**config.mk**
```make
export PLATFORM = sky130hd
export DESIGN_NAME = router_pkt_fifo
export DESIGN_NICKNAME = d
export VERILOG_FILES = /design/src/rtl/router_pkt_fifo.sv
export SDC_FILE = /design/constraint.sdc
export NUM_CORES = 1
export LEC_CHECK = 0
export ABC_AREA = 1
export BUFFER_PORTS_ARGS = -buffer_cell sky130_fd_sc_hd__buf_4
export CAP_MARGIN = 10
export CORE_MARGIN = 1
export CORE_UTILIZATION = 60
export CTS_CLUSTER_SIZE = 30
export DETAILED_ROUTE_END_ITERATION = 8
export GPL_TIMING_DRIVEN = 0
export PLACE_DENSITY = 0.78
export SYNTH_ARGS = -nofsm -noshare
export SYNTH_HDL_FRONTEND = slang
export SYNTH_SLANG_ARGS = --single-unit
```
**constraint.sdc**
```tcl
create_clock -name clk -period 3 [get_ports clk]
set_clock_uncertainty 0.1 [all_clocks]
set_input_delay 0.15 -clock clk [delete_from_list [all_inputs] [get_ports clk]]
set_output_delay 0.15 -clock clk [all_outputs]
set_load 0.02 [all_outputs]
```
**src/rtl/router_pkt_fifo.sv**
```systemverilog
// Per-channel packet FIFO for the 1x3 router: stores {lfd, byte} entries, tracks packet
// boundaries on both sides and reports complete-packet count, almost-full and overflow.
module router_pkt_fifo #(
   parameter int DATA_W    = 8,
   parameter int ADDR_BITS = 2,
   parameter int DEPTH     = 16,
   parameter int AFULL_TH  = 14,
   parameter int PCNT_W    = 5
) (
   input  logic              clk,
   input  logic              rstn,
   input  logic              soft_rst,
   input  logic              wr_en,
   input  logic              lfd_state,
   input  logic [DATA_W-1:0] d_in,
   input  logic              rd_en,
   output logic [DATA_W-1:0] d_out,
   output logic              d_valid,
   output logic              sof_out,
   output logic              eop_out,
   output logic              empty,
   output logic              full,
   output logic              almost_full,
   output logic [PCNT_W-1:0] pkt_cnt,
   output logic              overflow
);

   localparam int AW    = $clog2(DEPTH);
   localparam int LEN_W = DATA_W - ADDR_BITS;
   localparam int CW    = LEN_W + 1;

   logic [DATA_W:0]   mem [DEPTH];
   logic [AW-1:0]     wr_ptr, rd_ptr;
   logic [AW:0]       occ;
   logic [CW-1:0]     wcnt, rcnt;
   logic [CW-1:0]     wr_len1, rd_len1;
   logic [DATA_W:0]   rd_entry;
   logic              rd_lfd;
   logic              flush, wr_acc, rd_acc, wr_done, rd_done;

   assign flush       = rstn | soft_rst;
   assign empty       = (occ == '0);
   assign full        = (occ == (AW+1)'(DEPTH));
   assign almost_full = (occ >= (AW+1)'(AFULL_TH));

   // Acceptance uses registered occupancy only: a same-cycle pop never frees a slot
   // for a write, and a write into an empty FIFO is never bypassed to the read side.
   assign wr_acc = wr_en & ~full;
   assign rd_acc = rd_en & ~empty;

   assign rd_entry = mem[rd_ptr];
   assign rd_lfd   = rd_entry[DATA_W];
   assign wr_len1  = {1'b0, d_in[DATA_W-1:ADDR_BITS]} + CW'(1);
   assign rd_len1  = {1'b0, rd_entry[DATA_W-1:ADDR_BITS]} + CW'(1);

   assign wr_done = wr_acc & ~lfd_state & (wcnt == CW'(1));
   assign rd_done = rd_acc & ~rd_lfd & (rcnt == CW'(1));

   // Array is deliberately left uncleared on flush.
   always_ff @(posedge clk) begin
      if (!flush && wr_acc)
         mem[wr_ptr] <= {lfd_state, d_in};
   end

   always_ff @(posedge clk) begin
      if (flush) begin
         wr_ptr <= '0;
         rd_ptr <= '0;
         occ    <= '0;
      end else begin
         if (wr_acc) wr_ptr <= wr_ptr + AW'(1);
         if (rd_acc) rd_ptr <= rd_ptr + AW'(1);
         case ({wr_acc, rd_acc})
            2'b10:   occ <= occ + (AW+1)'(1);
            2'b01:   occ <= occ - (AW+1)'(1);
            default: occ <= occ;
         endcase
      end
   end

   // A header always reloads, abandoning any partially written packet.
   always_ff @(posedge clk) begin
      if (flush)
         wcnt <= '0;
      else if (wr_acc) begin
         if (lfd_state)
            wcnt <= wr_len1;
         else if (wcnt != '0)
            wcnt <= wcnt - CW'(1);
      end
   end

   always_ff @(posedge clk) begin
      if (flush)
         rcnt <= '0;
      else if (rd_acc) begin
         if (rd_lfd)
            rcnt <= rd_len1;
         else if (rcnt != '0)
            rcnt <= rcnt - CW'(1);
      end
   end

   // sof/eop are qualified pulses; d_out itself holds across idle cycles.
   always_ff @(posedge clk) begin
      if (flush) begin
         d_out    <= '0;
         d_valid  <= 1'b0;
         sof_out  <= 1'b0;
         eop_out  <= 1'b0;
         overflow <= 1'b0;
      end else begin
         overflow <= wr_en & full;
         d_valid  <= rd_acc;
         sof_out  <= rd_acc & rd_lfd;
         eop_out  <= rd_done;
         if (rd_acc)
            d_out <= rd_entry[DATA_W-1:0];
      end
   end

   always_ff @(posedge clk) begin
      if (flush)
         pkt_cnt <= '0;
      else if (wr_done && !rd_done) begin
         if (pkt_cnt != {PCNT_W{1'b1}})
            pkt_cnt <= pkt_cnt + PCNT_W'(1);
      end else if (rd_done && !wr_done) begin
         if (pkt_cnt != '0)
            pkt_cnt <= pkt_cnt - PCNT_W'(1);
      end
   end

endmodule

```
==> impl_results.md <==
* Clock latency on the worst-skew pair at 0.45 ns
* Number of synthesis warnings at 0
* Library cell contributing the largest single delay on the critical path: sky130_fd_sc_hd__fa_2
* Worst hold slack across all endpoints at 0.125 ns
* Number of nets with antenna violations after routing at 0
* Number of distinct library cells after synthesis at 34
* Max_cap viols at 0
* Final core occ at 0.717
* Status: complete, no violations
* Vias in the first global route at 6111
* CTS Root Buffer Type: sky130_fd_sc_hd__clkbuf_16
* Worst-path cell chain: buf_2 > clkinv_4 > nand3_1 > nand2_2 > inv_2 > nand4_1 > ha_2 > buf_4 > fa_2 > nor2_2 > a211oi_2 > nand2_1 > nand2_1 > nor2_2 > buf_4 > a21oi_1
* N_diodes at 0
* Element type at the critical path start: flip-flop
* Total number of vias at 6570
* Final setup violation count at 0
* Rows at 43
* Worst slack after detailed placement at -0.430 ns
* First drt pass iteration count at 6
* Post-DP HPWL at 13.2 mm
* Cell depth of the worst setup path at 16
* Worst-case headroom to the max-slew limit at 0.143
* Detailed router's first-iteration violation count at 842
* Data arrival, critical path at 3.08 ns
* Total number of H-tree levels at 4
* CTS buffer count at 17
* Overall Global Routing Usage at 0.298
* Die W at 122 µm
* Part of the Yosys area used for sequential elements at 0.610
* Post-detailed-placement cell area at 9130 µm²
* Synth Area per Inst at 9.75 µm²
* Peak fanout along the critical path at 10
* Gp weighted congestion at 0.871
* Pin count of the biggest net entering global routing at 21
* Synthesized flop and latch total at 192
* Total length of routed wires at 21.1 mm
* Post-layout worst setup margin at 0.150 ns
* Initial Util at 0.619
* Instance count of the mapped netlist at 888
* Chip height at 122 µm
* Layout cells sized above 1 at 0.134
* Number of I/O pins at 34
* Deepest clock path buffer count at 2
* Average detailed-routed wire length per instance at 18.3 µm
* Maximum frequency from static timing analysis at 0.351 GHz
* Worst Tran Pin Value at 1.28 ns
* Data required, critical path at 3.23 ns
* Area Overhead vs Synth at 15.7%
* Final critical-path share of the clock period at 0.950
* Type of the tightest min-delay check: input pin to flip-flop
* Post-synthesis net count at 925
* Final-report max-slew violation count at 0
* Pwr Density at 581 nW/µm²
* Global-route congestion overflow total at 0
* Die ar. at 14900 µm²
* Floorplan Core Area at 14000 µm²
* Number of port buffers at 33
* Leakage power total at 4.08 nW
* Hold-critical path depth at 6
* Number of clock sinks seen by CTS at 192
* Max rail drop VDD at 0.422 mV
* Post-synthesis cell area at 8660 µm²
* Hold Vio Cnt, Final at 0
* CP Buf/Inv Count at 5
* Type of the worst setup path: flip-flop to flip-flop
* Nature of the critical path endpoint: flip-flop
* Dominant cells by area after synthesis: sky130_fd_sc_hd__edfxtp_1 (50%), sky130_fd_sc_hd__dfxtp_1 (11%), sky130_fd_sc_hd__nand2_1 (8.8%), sky130_fd_sc_hd__nand3_1 (4.6%), sky130_fd_sc_hd__nor2_1 (4.5%)
* CTS clock-pin slew for the worst setup and hold paths at 0.07 ns
* Fraction of synthesized cell area taken by the top area cell type at 0.499
* Count of unresolved DRC violations after routing at 0
* Critical path's top delay family: buffers and inverters
* Depth of the most critical reg-to-reg path at 16
* TritonCTS clock tree: built
* Final-layout setup total negative slack at 0 ns
* Via density per instance at 5.70
* Setup repair after global routing missed its margin: yes
* First-pass GRT wire length at 32.1 mm
* Highest cell delay on the worst timing path at 0.37 ns
* Biggest area consumer among synthesized cells: sky130_fd_sc_hd__edfxtp_1
* Total non-filler cell area in the finished layout at 10000 µm²
* Count of nets after finishing at 996
* Final Critical Period at 2.85 ns
* Initial antenna violation count at 0
[sequential cells by signal, summed over array words and instances, names as in the netlist, 4 cells and up, named ones only]
signal / count
d_out: 8
mem: 144
occ: 5
pkt_cnt: 5
rcnt: 7
rd_ptr: 4
wcnt: 7
wr_ptr: 4
[layout make-up]
| type | count | area [µm²] |
|---|---|---|
| clock buffers | 17 | 425 |
| clock inverters | 15 | 181 |
| repair buffers | 53 | 433 |
| plain buffers | 36 | 230 |
| inverters | 99 | 379 |
| flip-flops and latches | 192 | 5290 |
| multi-input cells | 560 | 2860 |
| fillers | 1031 | 3970 |
| well taps | 180 | 225 |
[cells in the final DEF, fill, tap and decap left out, types with 9 or more instances in the layout]
master and count:
sky130_fd_sc_hd__edfxtp_1 144, sky130_fd_sc_hd__inv_1 93, sky130_fd_sc_hd__dlygate4sd3_1 11, sky130_fd_sc_hd__clkbuf_1 11, sky130_fd_sc_hd__clkbuf_16 17, sky130_fd_sc_hd__o211ai_1 11
sky130_fd_sc_hd__buf_6 9, sky130_fd_sc_hd__ha_1 16, sky130_fd_sc_hd__nand2_1 200, sky130_fd_sc_hd__buf_2 13, sky130_fd_sc_hd__nand3_1 79, sky130_fd_sc_hd__buf_4 44
sky130_fd_sc_hd__o21ai_0 46, sky130_fd_sc_hd__nor2_1 101, sky130_fd_sc_hd__o21ai_1 10, sky130_fd_sc_hd__dfxtp_1 46, sky130_fd_sc_hd__xnor2_1 9, sky130_fd_sc_hd__a21oi_1 33
[cells in the mapped netlist (all sizes together)]
master / count
o221ai: 6
o211ai: 11
buf: 26
nor4: 1
nand2: 208
xnor2: 9
a211oi: 3
clkinv: 1
a31oi: 4
o31ai: 3
fa: 2
clkbuf: 11
dfxtp: 48
a31o: 1
nand4: 5
nand3: 80
edfxtp: 144
o21ai: 57
nor2: 104
ha: 21
a21oi: 33
inv: 98
nor3: 3
xor2: 6
and3: 1
o22ai: 2
[per-layer routing]
layer / up-vias / track usage / routed length, µm
li1: 3119 / - / -
met1: 3092 / 0.401 / 8620
met2: 313 / 0.475 / 10000
met3: 46 / 0.0566 / 1810
met4: 0 / 0.127 / 587
met5: - / 0 / 0
[cell families after synthesis]
logic type,Yosys count,share of synthesized area
buffers and inverters,136,0.0704
and+or+nand+nor,402,0.191
xor gates and xnor gates,15,0.0152
AOI/OAI and AO/OA,120,0.0786
DFF,192,0.610
adders and majority gates,23,0.0350
[repair_timing]
action / in CTS / in global routing
gates resized for setup: 8 / 21
hold buffers: 11 / 0
setup buffers: 3 / 4
hold endpoints to repair: 150 / 0
pin swaps: 4 / 9
setup endpoints to repair: 7 / 6
[worst paths after layout]
kind,start,end,slack (ns)
hold reg to reg,pkt_cnt[4],pkt_cnt[4],0.39
hold / removal,rstn,d_out[3],0.13
setup reg to reg,flip-flop,pkt_cnt[4],0.15
setup / recovery,flip-flop,pkt_cnt[4],0.15
[metrics by stage]
stage | power (mW) | cells
3_5_place_dp | 3.49 | 1101
2_1_floorplan | 3.32 | 888
4_1_cts | 5.80 | 1147
3_3_place_gp | 3.48 | 1101
6_report | 5.82 | 1152
5_1_grt | 5.99 | 1152
[worst reg2reg max path, stage by stage, from the launching register on]
cell and delay [ns]:
sky130_fd_sc_hd__dfxtp_1 0.32, sky130_fd_sc_hd__buf_2 0.30, sky130_fd_sc_hd__clkinv_4 0.19, sky130_fd_sc_hd__nand3_1 0.14, sky130_fd_sc_hd__nand2_2 0.08, sky130_fd_sc_hd__inv_2 0.07, sky130_fd_sc_hd__nand4_1 0.19, sky130_fd_sc_hd__ha_2 0.28
sky130_fd_sc_hd__buf_4 0.15, sky130_fd_sc_hd__fa_2 0.37, sky130_fd_sc_hd__nor2_2 0.10, sky130_fd_sc_hd__a211oi_2 0.05, sky130_fd_sc_hd__nand2_1 0.06, sky130_fd_sc_hd__nand2_1 0.06, sky130_fd_sc_hd__nor2_2 0.13, sky130_fd_sc_hd__buf_4 0.11
sky130_fd_sc_hd__a21oi_1 0.05
[where the power goes]
group	internal, mW	leakage (nW)	switching (mW)
Clock	1.32	0.290	1.01
Combinational	0.207	2.11	0.375
Sequential	2.88	1.69	0.0230
Power figures use the tool's default switching activity.
